<file path="src/rtl/jk_drv_pkg.sv">
// Shared types and helpers for the JK bank driver.
// Build option: JK_DRV_VERIFY_EN enables the q_in vs shadow check.
package jk_drv_pkg;

  typedef enum logic [1:0] {
    ST_INIT,
    ST_IDLE,
    ST_DRIVE
  } jk_drv_state_t;

  localparam logic [1:0] JK_HOLD = 2'b00;
  localparam logic [1:0] JK_TOG  = 2'b11;

  // {j,k} that moves one flop from cur to nxt
  function automatic logic [1:0] jk_excite(
    input logic cur,
    input logic nxt,
    input logic use_toggle
  );
    if (cur == nxt)
      return JK_HOLD;
    if (use_toggle)
      return JK_TOG;
    return {nxt, ~nxt};
  endfunction

endpackage

</file>
<file path="src/rtl/jk_pick_lowest.sv">
// Selects up to MAX_FLIPS lowest set bits of a pending-change mask.
// Build option: none.
module jk_pick_lowest #(
  parameter int W         = 8,
  parameter int MAX_FLIPS = 2
) (
  input  logic [W-1:0] rem,
  output logic [W-1:0] sel
);

  int cnt;

  always_comb begin
    sel = '0;
    cnt = 0;
    for (int i = 0; i < W; i++) begin
      if (rem[i] && (cnt < MAX_FLIPS)) begin
        sel[i] = 1'b1;
        cnt    = cnt + 1;
      end
    end
  end

endmodule

</file>
<file path="src/rtl/jk_bank_driver.sv">
// Drives j/k of an external JK flop bank towards accepted targets.
// Build option: JK_DRV_VERIFY_EN enables sticky q_in mismatch flag.
module jk_bank_driver
  import jk_drv_pkg::*;
#(
  parameter int W          = 8,
  parameter int MAX_FLIPS  = 2,
  parameter bit USE_TOGGLE = 1'b1
) (
  input  logic         clk,
  input  logic         rst,
  input  logic         in_valid,
  output logic         in_ready,
  input  logic [W-1:0] in_target,
  output logic [W-1:0] j,
  output logic [W-1:0] k,
  input  logic [W-1:0] q_in,
  output logic         busy,
  output logic         done,
  output logic         err
);

  jk_drv_state_t state_q, state_d;

  logic [W-1:0] shadow_q, shadow_d;
  logic [W-1:0] rem_q, rem_d;
  logic [W-1:0] tgt_q, tgt_d;
  logic [W-1:0] sel;
  logic         done_q, done_d;
  logic         accept;

  jk_pick_lowest #(
    .W        (W),
    .MAX_FLIPS(MAX_FLIPS)
  ) u_pick (
    .rem(rem_q),
    .sel(sel)
  );

  assign accept = in_valid && in_ready;

  // Outputs depend on registered state only
  always_comb begin
    in_ready = (state_q == ST_IDLE);
    busy     = (state_q != ST_IDLE);
    done     = done_q;
    j        = '0;
    k        = '0;
    unique case (state_q)
      ST_INIT: begin
        k = '1;
      end
      ST_DRIVE: begin
        for (int i = 0; i < W; i++) begin
          if (sel[i])
            {j[i], k[i]} = jk_excite(shadow_q[i], tgt_q[i], USE_TOGGLE);
        end
      end
      default: begin
      end
    endcase
  end

  always_comb begin
    state_d  = state_q;
    shadow_d = shadow_q;
    rem_d    = rem_q;
    tgt_d    = tgt_q;
    done_d   = 1'b0;
    unique case (state_q)
      ST_INIT: begin
        shadow_d = '0;
        rem_d    = '0;
        state_d  = ST_IDLE;
      end
      ST_IDLE: begin
        if (accept) begin
          tgt_d = in_target;
          rem_d = in_target ^ shadow_q;
          if (rem_d == '0)
            done_d = 1'b1;
          else
            state_d = ST_DRIVE;
        end
      end
      ST_DRIVE: begin
        shadow_d = shadow_q ^ sel;
        rem_d    = rem_q & ~sel;
        if (rem_d == '0) begin
          done_d  = 1'b1;
          state_d = ST_IDLE;
        end
      end
      default: begin
        state_d = ST_INIT;
      end
    endcase
  end

  always_ff @(posedge clk) begin
    if (rst) begin
      state_q  <= ST_INIT;
      shadow_q <= '0;
      rem_q    <= '0;
      tgt_q    <= '0;
      done_q   <= 1'b0;
    end else begin
      state_q  <= state_d;
      shadow_q <= shadow_d;
      rem_q    <= rem_d;
      tgt_q    <= tgt_d;
      done_q   <= done_d;
    end
  end

`ifdef JK_DRV_VERIFY_EN
  logic err_q;

  // Bank and shadow update on the same edge, so they agree outside INIT
  always_ff @(posedge clk) begin
    if (rst)
      err_q <= 1'b0;
    else if ((state_q != ST_INIT) && (q_in != shadow_q))
      err_q <= 1'b1;
  end

  assign err = err_q;
`else
  logic unused_q;
  assign unused_q = ^q_in;
  assign err      = 1'b0;
`endif

endmodule

</file>
<file path="config.mk">
export PLATFORM = sky130hd
export DESIGN_NAME = jk_bank_driver
export DESIGN_NICKNAME = d
export VERILOG_FILES = /design/src/rtl/jk_drv_pkg.sv /design/src/rtl/jk_pick_lowest.sv /design/src/rtl/jk_bank_driver.sv
export SDC_FILE = /design/constraint.sdc
export NUM_CORES = 1
export LEC_CHECK = 0
export CAP_MARGIN = 20
export CORE_MARGIN = 2
export CORE_UTILIZATION = 60
export DETAILED_ROUTE_END_ITERATION = 7
export DONT_BUFFER_PORTS = 1
export GPL_TIMING_DRIVEN = 0
export PLACE_DENSITY = 0.76
export SYNTH_ARGS = -nofsm -noshare
export SYNTH_HDL_FRONTEND = slang
export SYNTH_HIERARCHICAL = 1
export SYNTH_SLANG_ARGS = --single-unit
</file>
<file path="constraint.sdc">
create_clock -name clk -period 5.48 [get_ports clk]
set_clock_uncertainty 0.05 [all_clocks]
set_input_delay 1.096 -clock clk [delete_from_list [all_inputs] [get_ports clk]]
set_output_delay 1.096 -clock clk [all_outputs]
set_load 0.01 [all_outputs]
</file>
# ---- Word level (Yosys, flattened, before mapping)
# Index checks and enable logic that the tools add are counted.
dict set report op_classes {
  n_bitwise 12
  n_reduce_logical 16
  n_eq_ne 14
  order_cmp 7
  muxes 116
  add_sub_neg 6
}
# cell n
set ops {}
lappend ops {{$lt A32 B3 Y1 const B} 6}
lappend ops {{$mux W32} 6}
lappend ops {{$add A32 B2 Y32 const B} 5}
lappend ops {{$mux W1} 76}
lappend ops {{$mux W2} 27}
lappend ops {{$pmux W8 S2} 2}
lappend ops {{$pmux W8 S3} 1}
lappend ops {{$logic_not A8 Y1} 2}
lappend ops {{$mux W8} 2}
lappend ops {{$xor A8 B8 Y8} 2}
lappend ops {{$and A8 B8 Y8} 1}
lappend ops {{$eq A1 B1 Y1} 8}
lappend ops {{$logic_and A1 B1 Y1} 8}
lappend ops {{$not A1 Y1} 8}
lappend ops {{$not A8 Y8} 1}
lappend ops {{$pmux W2 S3} 1}
lappend ops {{$ne A2 B1 Y1 const B} 2}
lappend ops {{$ne A2 B2 Y1 const B} 2}
lappend ops {{$reduce_and A2 Y1} 2}
lappend ops {{$reduce_and A3 Y1} 1}
lappend ops {{$reduce_bool A3 Y1} 1}
lappend ops {{$add A1 B1 Y2 const B} 1}
lappend ops {{$eq A2 B1 Y1 const B} 1}
lappend ops {{$eq A2 B2 Y1 const B} 1}
lappend ops {{4 further kinds} 4}
dict set report totals {
  in_bits 19
  reg_bits 27
}

# ---- Longest topological paths before layout
# Gate-level depths: netlist of the first run.
dict set report depth {
  ltp_word 31
  ltp_mapped 23
  ltp_nobuf 23
}

# ---- Modules after synthesis
# Netlist of the first run, hierarchy kept.
# mod cells_each seq_area_each_um2 n_inst area_each_um2
set modules_own_cells {}
lappend modules_own_cells {jk_bank_driver 186 540.5 1 1539.0}
lappend modules_own_cells {jk_pick_lowest 60 0.0 1 416.6}

# ---- Worst setup path after synthesis of the first run
# No wires, ideal clock.
dict set report synth_path {
  path_type {register to output}
  from {reg rem_q[0]}
  to {out k[7]}
  n_path_buf 1
  path_slack_ns 0.592
  t_arrival_ns 3.742
  stages_incl_launch_ff 21
  cell_sequence {dfxtp_1 > inv_1 > ha_1 > buf_6 > nor2b_2 > a2111oi_2 > o31a_1 > a211o_4 > ha_1 > nand3_1 > nand2_1 > inv_1 > o21ai_1 > ha_1 > a31oi_1 > o21ai_1 > ha_1 > o21ai_0 > and3_1 > and3_1 > or2_2}
}
dict set report synth_between {
  elab_chain_cells 24
}
# element line
set synth_lines {}
lappend synth_lines {{start: declaration} jk_bank_driver.sv:26} ;# logic [W-1:0] rem_q, rem_d;
lappend synth_lines {{start signal: assignment} jk_bank_driver.sv:110} ;# rem_q <= rem_d;
lappend synth_lines {{$mux W1 *} jk_pick_lowest.sv:17} ;# if (rem[i] && (cnt < MAX_FLIPS)) begin
lappend synth_lines {{$lt A1 B2 Y1} jk_pick_lowest.sv:17}
lappend synth_lines {{$logic_and A1 B1 Y1} jk_pick_lowest.sv:17}
lappend synth_lines {{$mux W32 *} jk_pick_lowest.sv:17}
lappend synth_lines {{$lt A32 B3 Y1} jk_pick_lowest.sv:17}
lappend synth_lines {{$logic_and A1 B1 Y1} jk_pick_lowest.sv:17}
lappend synth_lines {{$mux W32 *} jk_pick_lowest.sv:17}
lappend synth_lines {{$lt A32 B3 Y1} jk_pick_lowest.sv:17}
lappend synth_lines {{[9 not listed]} n/a}
lappend synth_lines {{$logic_and A1 B1 Y1} jk_pick_lowest.sv:17}
lappend synth_lines {{$mux W32 *} jk_pick_lowest.sv:17}
lappend synth_lines {{$lt A32 B3 Y1 *} jk_pick_lowest.sv:17}
lappend synth_lines {{$logic_and A1 B1 Y1 *} jk_pick_lowest.sv:17}
lappend synth_lines {{$mux W1 *} jk_pick_lowest.sv:17}
lappend synth_lines {{net sel[7]} jk_bank_driver.sv:28} ;# logic [W-1:0] sel;
lappend synth_lines {{$mux W1 *} jk_bank_driver.sv:55} ;# if (sel[i])
lappend synth_lines {{$pmux W8 S2 *} jk_bank_driver.sv:49} ;# unique case (state_q)
lappend synth_lines {{end: declaration} jk_bank_driver.sv:16} ;# output logic [W-1:0] k,
# Mark *: on every way through the listed nets, which the timed path passes. The rest lies on a longest branch.

# ---- Final worst setup path of the first run
# Ends and elaborated chain as after synthesis.

==> impl_metrics.ini, run 1 <==
[worst_setup_path]
r2r_cells = 22
arrival_ps = 4160
endpoint_kind = primary output
rr_startpoint = rem_q[0]
critPathKind = flip-flop to primary output
start_kind = flip-flop
timing.rr.end = state_q[0]
crit_path_max_fanout = 9
critPathRequiredTime_ps = 4330
rrSetupSlack_ps = 730

[logic_synthesis]
synth_flop_cell = dfxtp_1
seq_area_frac_synth_pct = 27.6
synth_top_cell_by_area = dfxtp_1
synthArstFlopShare_pct = 0
syn_area_per_cell_um2 = 7.95
synth_cell_types = 46
synth_top_cell_area_share_pct = 27.6
synth-edff-count = 0
synth_warnings = 6
netlist_top_cells_area = dfxtp_1 (28%), xor2_1 (8.5%), ha_1 (7.0%)
netlist_area_um2 = 1960
syn_nets = 276
synthCells = 246
ys_seq_elements = 27

[power_and_ir_drop]
p_int_mw = 0.308
netSwitchingFraction_pct = 38.4
p_sw_mw = 0.192
clock_power_share_pct = 17.6
power_density_nw_per_um2 = 237
pwr-share-seq_pct = 43.6
power_mw = 0.500
p_leak_nw = 0.861
p_comb_share_pct = 38.8
vdd_ir_drop_max_uv = 149

[global_route]
overflow = 0
grt_max_degree = 16
grt_pass1_vias = 1527
grt.met1_usage_pct = 37.4
grt_util_met2_pct = 41.8
grt_use_total_pct = 25.9
grt-busiest-layer = met2
antenna_found_initial = 0
grt_pass1_wl_mm = 7.27
grt_util_met3_pct = 4.41

[hold_path]
hp-start = tgt_q[4]
min_to = tgt_q[4]
hold_path.class = flip-flop to flip-flop
hold_path_depth = 2

[floorplanning]
num_rows = 20
dieArea_um2 = 3730
pin_count = 39
die-width_um = 61.1
fp.coreArea_um2 = 3080
die_h_um = 61.1
initial_utilization_pct = 63.5

[clock_network]
clk_pin_slew_ps = 150
cts_root_buffer = clkbuf_4
cts_tree = yes
clock_latency_ps = 330
cts_buffer_depth = 2
cts.sinks = 27
htree_levels = 1
cts_made_buffers = 3

[sta]
hold_slack_ps = 429
tightestPinTransition_ps = 559
fin_crit_sh_pct = 96.9
min_period_ps = 5310
max_freq_mhz = 188
worst_slack_ps = 171
setup_viol = 0
slew_headroom_pct = 62.8
hold_violations = 0
timing_max_transition_violations_final = 0

[cells_and_area]
nFillCells = 276
fin_cells = 297
n_antenna_cell = 0
drive_gt1_share_pct = 17.4
fin_util_pct = 68.7
area_growth_pct = 8.06
nNetsFinal = 284

[run_status]
status = finished clean

[detailed_routing]
drtIter0Drc = 126
drtPass1Iterations = 5
drc = 0
wl_mm = 4.68
avgRoutedWirePerCell_um = 15.8
vias = 1813
ant_nets = 0
vias_per_cell = 6.10

[placement]
dp_cells = 290
post-place-ws_ps = 234
place_congestion = 0.845
dp_hpwl_mm = 3.32
port_buffers = 0

[run]
max_cap_viol_count = 0
==> what timing repair did <==
item,in CTS,in global routing
hold buffers,0,0
pin swaps,0,2
buffers inserted,2,1
resized for setup,5,10
setup endpoints to repair,1,2
==> area by class of cell <==
| cell class | count | area (um^2) | area share, % |
|---|---|---|---|
| tap | 44 | 55.1 | 2.61 |
| multi-input combinational | 185 | 1310 | 62.1 |
| clock inverter | 1 | 5.00 | 0.237 |
| timing repair buffer | 3 | 22.5 | 1.07 |
| inverter | 18 | 67.6 | 3.20 |
| buffer | 16 | 80.1 | 3.79 |
| clock buffer | 3 | 22.5 | 1.07 |
| sequential | 27 | 548 | 25.9 |
==> cell families after synthesis <==
group,synth area share (%)
adders and majority gates,7.04
DFF,27.6
and+or+nand+nor,23.4
AOI/OAI and AO/OA,25.1
other,0.192
buffers and inverters,7.55
muxes,0.512
xor gates and xnor gates,8.51
==> how the worst max path moves through the flow <==
stage                  start  endpoint  slack [ps]  cells past startpoint
floorplan           rem_q[0]      k[7]         590                     20
global placement    rem_q[0]      k[7]         280                     20
detailed placement  rem_q[0]      k[7]         230                     20
CTS                 rem_q[0]      k[7]           1                     20
global route        rem_q[1]      k[7]         -50                     20
finish              rem_q[0]      k[7]         170                     20
==> worst max-delay path, cell delays in order, from the launching register on <==
cell and delay, ps:
dfxtp_4 400, inv_1 40, ha_1 290, buf_6 140, nor2b_2 120, a2111oi_2 60
o31a_1 320, a211o_4 300, ha_4 270, nand3_1 90, nand2_2 100, inv_1 40
o21ai_1 140, ha_1 260, a31oi_1 180, o21ai_1 80, ha_1 320, o21ai_2 140
and3_4 220, and3_4 200, or2_4 130
==> per-layer routing <==
layer	vias to the layer above	share of wire, %
li1	892	-
met3	4	8.5
met1	829	44
met4	0	0.47
met2	88	47
met5	-	0
==> Yosys cell counts, types with 3 or more instances <==
cell type	n
dfxtp_1	27
nand2_1	21
xor2_1	19
a21oi_1	17
inv_1	16
nor2_1	14
clkbuf_1	11
ha_1	11
nand3_1	10
or2_2	10
a22oi_1	8
a311oi_1	8
and3_1	8
o21ai_0	8
a32o_1	7
nand2b_1	4
o21ai_1	4
a22o_1	3
buf_4	3
==> registers in the layout, summed over array words and instances (netlist names) <==
register and count:
state_q 2, shadow_q 8, done 1, rem_q 8, tgt_q 8
==> power by group through the flow <==
stage	Clock [mW]	Combinational [mW]	Sequential (mW)
after CTS	0.0901	0.186	0.218
after global placement	0	0.181	0.223
after global routing	0.0977	0.213	0.220
after floorplan	0	0.147	0.220
final	0.0879	0.194	0.218
after detailed placement	0	0.184	0.223
==> cells in the final DEF (no fill, tap or decap), drive strengths merged, types with 3 or more instances in the layout <==
cell and instances:
and3 10, a32o 7, dfxtp 27, or2 10
a22o 3, ha 11, nand2b 4, nor3 4
nand3 10, a22oi 8, o21ai 12, a311oi 8
clkbuf 14, xor2 19, nand2 21, nor2b 4
nor2 16, inv 18, buf 8, a21oi 17
==> through the flow <==
stage / setup TNS (ps) / area (um^2)
after CTS: 0 / 2060
after global placement: 0 / 2010
final: 0 / 2110
after detailed placement: 0 / 2010
after floorplan: 0 / 1960
after global routing: -46.9 / 2110
No activity file was read; power rests on OpenSTA's default activity.
==> run 2: changes to the inputs <==
--- a/config.mk
+++ b/config.mk
@@ -12,6 +12,7 @@
 export DONT_BUFFER_PORTS = 1
 export GPL_TIMING_DRIVEN = 0
 export PLACE_DENSITY = 0.76
+export REMOVE_ABC_BUFFERS = 1
 export SYNTH_ARGS = -nofsm -noshare
 export SYNTH_HDL_FRONTEND = slang
 export SYNTH_HIERARCHICAL = 1
==> run 2 against run 1 <==
  * Final area shrank 1.6%
  * Combinational power decreased by 7%
  * Hold slack lost 9.2 ps
  * Global-route usage is 2.2 points lower
  * Utilization is 1.1 points lower
  * Largest power group unchanged
==> impl_metrics.ini, run 2 (synthesized netlist as in run 1, its figures left out) <==
[floorplanning]
dieArea_um2 = 3730
initial_utilization_pct = 63.5
fp.coreArea_um2 = 3080
die_h_um = 61.1
num_rows = 20
die-width_um = 61.1
pin_count = 39

[cells_and_area]
area_growth_pct = 6.33
design_area_um2 = 2080
nFillCells = 269
fin_util_pct = 67.6
drive_gt1_share_pct = 18.1
layout_common_cells = dfxtp_1 (25), xor2_1 (19), nand2_1 (19), a21oi_1 (17), inv_1 (16)
n_antenna_cell = 0
largest_registers = rem_q (8), shadow_q (8), tgt_q (8)
fin_cells = 282
mostFrequentLayoutCell = dfxtp_1
nNetsFinal = 269

[detailed_routing]
ant_nets = 0
vias_per_cell = 6.00
drc = 0
avgRoutedWirePerCell_um = 15.2
wl_mm = 4.29
vias = 1691
drtPass1Iterations = 4
drtIter0Drc = 63

[clock_network]
cts_made_buffers = 3
cts.sinks = 27
cts_root_buffer = clkbuf_4
clock_latency_ps = 330
cts_buffer_depth = 2
cts_hold_buf = 0
cts_tree = yes
clk_pin_slew_ps = 160
htree_levels = 1

[power_and_ir_drop]
power_density_nw_per_um2 = 238
p_leak_nw = 0.827
vdd_ir_drop_max_uv = 188

[placement]
dp_hpwl_mm = 2.95
post-place-ws_ps = 207
place_area_um2 = 1930
place_congestion = 0.770
dp_cells = 274
port_buffers = 0

[sta]
worst_slack_ps = 285
slew_headroom_pct = 26.8
tightestPinTransition_ps = 1100
fin_setup_tns_ps = 0
hold_violations = 0
setup_viol = 0
min_period_ps = 5200
timing_max_transition_violations_final = 0
grt_setup_unrepaired = no
fin_crit_sh_pct = 94.8
max_freq_mhz = 192

[global_route]
grt_max_degree = 35
overflow = 0
antenna_found_initial = 0
grt_pass1_wl_mm = 6.76
grt_util_met3_pct = 3.57
grt_use_total_pct = 23.8
grt-busiest-layer = met2
grt_util_met2_pct = 41.5
grt.met1_usage_pct = 32.3
grt_pass1_vias = 1510

[worst_setup_path]
max_stage_delay_ps = 430
slowest_stage = dfxtp_4
crit_path_max_fanout = 8
path_delay_family = compound AO/OA/AOI/OAI gates
critPathKind = flip-flop to primary output
arrival_ps = 4050
path_cells = inv_1 -> ha_4 -> nor2b_2 -> a2111oi_2 -> o31a_1 -> a211o_4 -> ha_4 -> nand3_1 -> nand2_2 -> inv_1 -> o21ai_1 -> ha_1 -> a31oi_1 -> o21ai_1 -> ha_1 -> o21ai_0 -> and3_4 -> and3_4 -> or2_4
critPathRequiredTime_ps = 4330
endpoint_kind = primary output
start_kind = flip-flop
critPathBufInv = 2

[hold_path]
hold_path.class = flip-flop to flip-flop

[run_status]
status = finished clean

[run]
max_cap_viol_count = 0
[run 2: cell types whose count changed in the layout (fill, tap and decap cells not counted), sizes merged]
| cell | delta |
|---|---|
| clkbuf | -11 |
| buf | -4 |
| clkinv | -1 |
| inv | +1 |
[run 2: tightest hold or removal path, delay by kind of cell (launching register included)]
family | cells | cell delay (ps)
flops | 1 | 350
compound gates | 1 | 50
simple gates | 1 | 50
[run 2: final cells by class]
type	count	area [um^2]	area share (%)
clock inverters	1	8.76	0.421
flip-flops and latches	27	548	26.4
well taps	44	55.1	2.65
inverters	18	67.6	3.25
clock buffers	3	22.5	1.08
multi-input cells	185	1350	64.8
repair buffers	4	30.0	1.44
[run 2: path summary, 6_finish.rpt]
kind	start	to	slack (ps)	cells after the start
max	rem_q[0]	k[7]	280	19
min	tgt_q[5]	tgt_q[5]	420	2
max reg2reg	rem_q[0]	state_q[0]	900	21
min reg2reg	tgt_q[5]	tgt_q[5]	420	2
[run 2: report_power, final]
part	internal, mW	leakage [nW]	switching (mW)
registers	0.207	0.220	0.0118
clock network	0.0298	0.0183	0.0641
logic	0.0706	0.589	0.111
[run 2: metal layers]
layer / part of all wire, % / up-vias
li1: - / 864
met2: 50 / 39
met3: 4.3 / 2
met1: 45 / 786
met4: 0.21 / 0
met5: 0 / -
[run 2: through the flow]
step                hold WS, ps  power (mW)
floorplan                   392       0.357
global placement            401       0.392
detailed placement          404       0.394
CTS                         425       0.488
global route                453       0.526
finish                      420       0.494
[run 2: what timing repair did]
action / CTS / global route
endpoints found under the setup margin: 2 / 3
gates resized for setup: 4 / 15
pin swaps: 0 / 4
setup buffers: 0 / 4
gates cloned: 0 / 0
==> run 3: changes to the inputs <==
--- a/config.mk
+++ b/config.mk
@@ -5,6 +5,7 @@
 export SDC_FILE = /design/constraint.sdc
 export NUM_CORES = 1
 export LEC_CHECK = 0
+export ABC_AREA = 1
 export CAP_MARGIN = 20
 export CORE_MARGIN = 2
 export CORE_UTILIZATION = 60
==> constraint.sdc (replaced) <==
create_clock -name clk -period 6.1 [get_ports clk]
set_clock_uncertainty 0.05 [all_clocks]
set_input_delay 1.22 -clock clk [delete_from_list [all_inputs] [get_ports clk]]
set_output_delay 1.22 -clock clk [all_outputs]
set_load 0.01 [all_outputs]
==> run 3 against run 2 <==
  * Cell count rose by 17%
  * Via count decreased by 2.1%
  * Critical endpoint unchanged
  * Setup slack improved by 490 ps
  * Synthesized cell count up 17%
  * Largest cell class unchanged
  * Sequential share of layout area up 1.8 points
  * Combinational power up 35%
  * Sequential cell count unchanged
  * Critical path depth is the same
  * Clock power fell by 18%
  * Global-route usage fell by 1.5 points
  * Utilization decreased by 4.1 points
==> impl_metrics.ini, run 3 <==
[detailed_routing]
ant_nets = 0
avgRoutedWirePerCell_um = 11.1
vias = 1656
drtIter0Drc = 68
vias_per_cell = 5.03
wl_mm = 3.66
drc = 0
drtPass1Iterations = 4

[logic_synthesis]
ys_seq_elements = 27
synth_mux_area_share_pct = 0
synth_top_cell_area_share_pct = 28.6
yosysMostFrequentCell = nand2_1
synth_cell_types = 30
synthCells = 289
synth-simple-area-share_pct = 25.5
synth_warnings = 6
post_synth_most_frequent_cells = nand2_1 (72), inv_1 (40), a21oi_1 (27), dfxtp_1 (27), o21ai_0 (27)
syn_area_per_cell_um2 = 6.54
netlist_top_cells_area = dfxtp_1 (29%), nand2_1 (14%), inv_1 (7.9%)
netlist_area_um2 = 1890
synth_compound_area_share_pct = 18.9
synthArstFlopShare_pct = 0
synth_top_cell_by_area = dfxtp_1
seq_area_frac_synth_pct = 28.6
synth-edff-count = 0
synth_top_family_by_area = simple AND/OR/NAND/NOR gates
synth_xor_area_share_pct = 7.21
synth_flop_cell = dfxtp_1
synth_fa_ha_area_share_pct = 7.28

[clock_network]
cts_root_buffer = clkbuf_4
cts_resized = 0
clock_latency_ps = 320
clk_pin_slew_ps = 140
cts_tree = yes
cts_hold_buf = 0
cts.sinks = 27
cts_buffer_depth = 2
htree_levels = 1
post_cts_buffers = 0
cts_made_buffers = 3

[global_route]
grt_use_total_pct = 22.2
overflow = 0
grt_pass1_vias = 1431
antenna_found_initial = 0
grt_pass1_wl_mm = 6.22
grt_max_degree = 16

[worst_setup_path]
arrival_ps = 4050
critPathKind = flip-flop to primary output
start_kind = flip-flop
path_cells = inv_1 -> ha_1 -> xor2_2 -> inv_1 -> ha_1 -> nand3_1 -> nand2_2 -> ha_1 -> nand3_1 -> nand2_1 -> ha_1 -> nand3_1 -> nand2_1 -> ha_1 -> o21ai_0 -> nand2_1 -> nor2_1 -> nand2_1 -> o21ai_0
crit_path_max_fanout = 7
slowest_stage = dfxtp_1
timing.rr.end = state_q[0]
crit_top_cell = ha_1
endpoint_kind = primary output
startpoint = rem_q[0]
rrSetupSlack_ps = 1870
rr_startpoint = rem_q[0]
critPathRequiredTime_ps = 4830
max_stage_delay_ps = 470
r2r_cells = 26

[cells_and_area]
largest_registers = rem_q (8), shadow_q (8), tgt_q (8)
multiInputGateArea_um2 = 1120
area_growth_pct = 1.59
regArea_um2 = 541
nNetsFinal = 316
nFillCells = 290
drive_gt1_share_pct = 8.42
fin_util_pct = 63.4
mostFrequentLayoutCell = nand2_1
layout_common_cells = nand2_1 (72), inv_1 (40), o21ai_0 (27), a21oi_1 (27), dfxtp_1 (27)
fin_cells = 329
n_antenna_cell = 0

[placement]
post-place-ws_ps = 1150
dp_hpwl_mm = 2.93
dp_cells = 325
place_congestion = 0.816
port_buffers = 0

[floorplanning]
initial_utilization_pct = 62.4
pin_count = 39
die_h_um = 60.1
fp.coreArea_um2 = 3030
die-width_um = 60.1
dieArea_um2 = 3620
num_rows = 20

[sta]
slew_headroom_pct = 57.9
worst_slack_ps = 778
timing_max_transition_violations_final = 0
hold_slack_ps = 453
fin_crit_sh_pct = 87.3
tightestPinTransition_ps = 632
setup_viol = 0
min_period_ps = 5320
max_freq_mhz = 188
grt_setup_unrepaired = no
hold_violations = 0
fin_setup_tns_ps = 0

[run]
max_cap_viol_count = 0

[run_status]
status = finished clean

[power_and_ir_drop]
power_density_nw_per_um2 = 279
vdd_ir_drop_max_uv = 167
p_leak_nw = 0.795

[hold_path]
hold_path.class = flip-flop to flip-flop
hold_path_depth = 2
hp-start = rem_q[6]
min_to = rem_q[6]
## run 3: layout make-up
class / instances / share of cell area [%]
Multi-Input combinational cell: 206 / 58.1
Tap cell: 44 / 2.87
Inverter: 48 / 9.51
Sequential cell: 27 / 28.1
Clock buffer: 4 / 1.37
## run 3: metal layers
layer | up-vias | GRT usage, % | routed length, um
li1 | 900 | - | -
met1 | 712 | 31.6 | 1850
met2 | 40 | 35.2 | 1600
met3 | 4 | 3.03 | 180
met4 | 0 | 5.71 | 31
met5 | - | 0 | 0
## run 3: power breakdown
part	leakage [nW]	total, mW	switching (mW)	internal, mW
combinational	0.561	0.244	0.165	0.0788
sequential	0.219	0.214	0.0177	0.197
clock	0.0150	0.0774	0.0518	0.0256
## run 3: kinds of logic after synthesis
| group | after synthesis |
|---|---|
| other | 1 |
| AND/OR/NAND/NOR | 114 |
| buffers and inverters | 56 |
| flip-flops | 27 |
| XOR/XNOR | 13 |
| adder cells (fa/ha/maj) | 11 |
| AO/OA/AOI/OAI | 67 |
## run 3: per-stage QoR
stage | power [mW] | area, um^2
6_report | 0.536 | 1920
5_1_grt | 0.579 | 1920
4_1_cts | 0.539 | 1920
3_5_place_dp | 0.464 | 1890
3_3_place_gp | 0.460 | 1890
2_1_floorplan | 0.418 | 1840
## run 3: worst max path at each step
| stage | slack [ps] | depth (start not counted) | end |
|---|---|---|---|
| 2_1_floorplan | 1460 | 19 | k[7] |
| 3_3_place_gp | 1170 | 19 | k[7] |
| 3_5_place_dp | 1150 | 19 | k[7] |
| 4_1_cts | 760 | 19 | k[7] |
| 5_1_grt | 380 | 19 | k[7] |
| 6_report | 780 | 19 | k[7] |
## run 3: critical path, delay by kind of cell (launching register included)
family / cells / cell delay (ps)
buf+inv: 2 / 150
compound gates: 2 / 500
xor+xnor: 1 / 240
fa+ha+maj: 5 / 1490
simple gates: 9 / 890
flops: 1 / 470
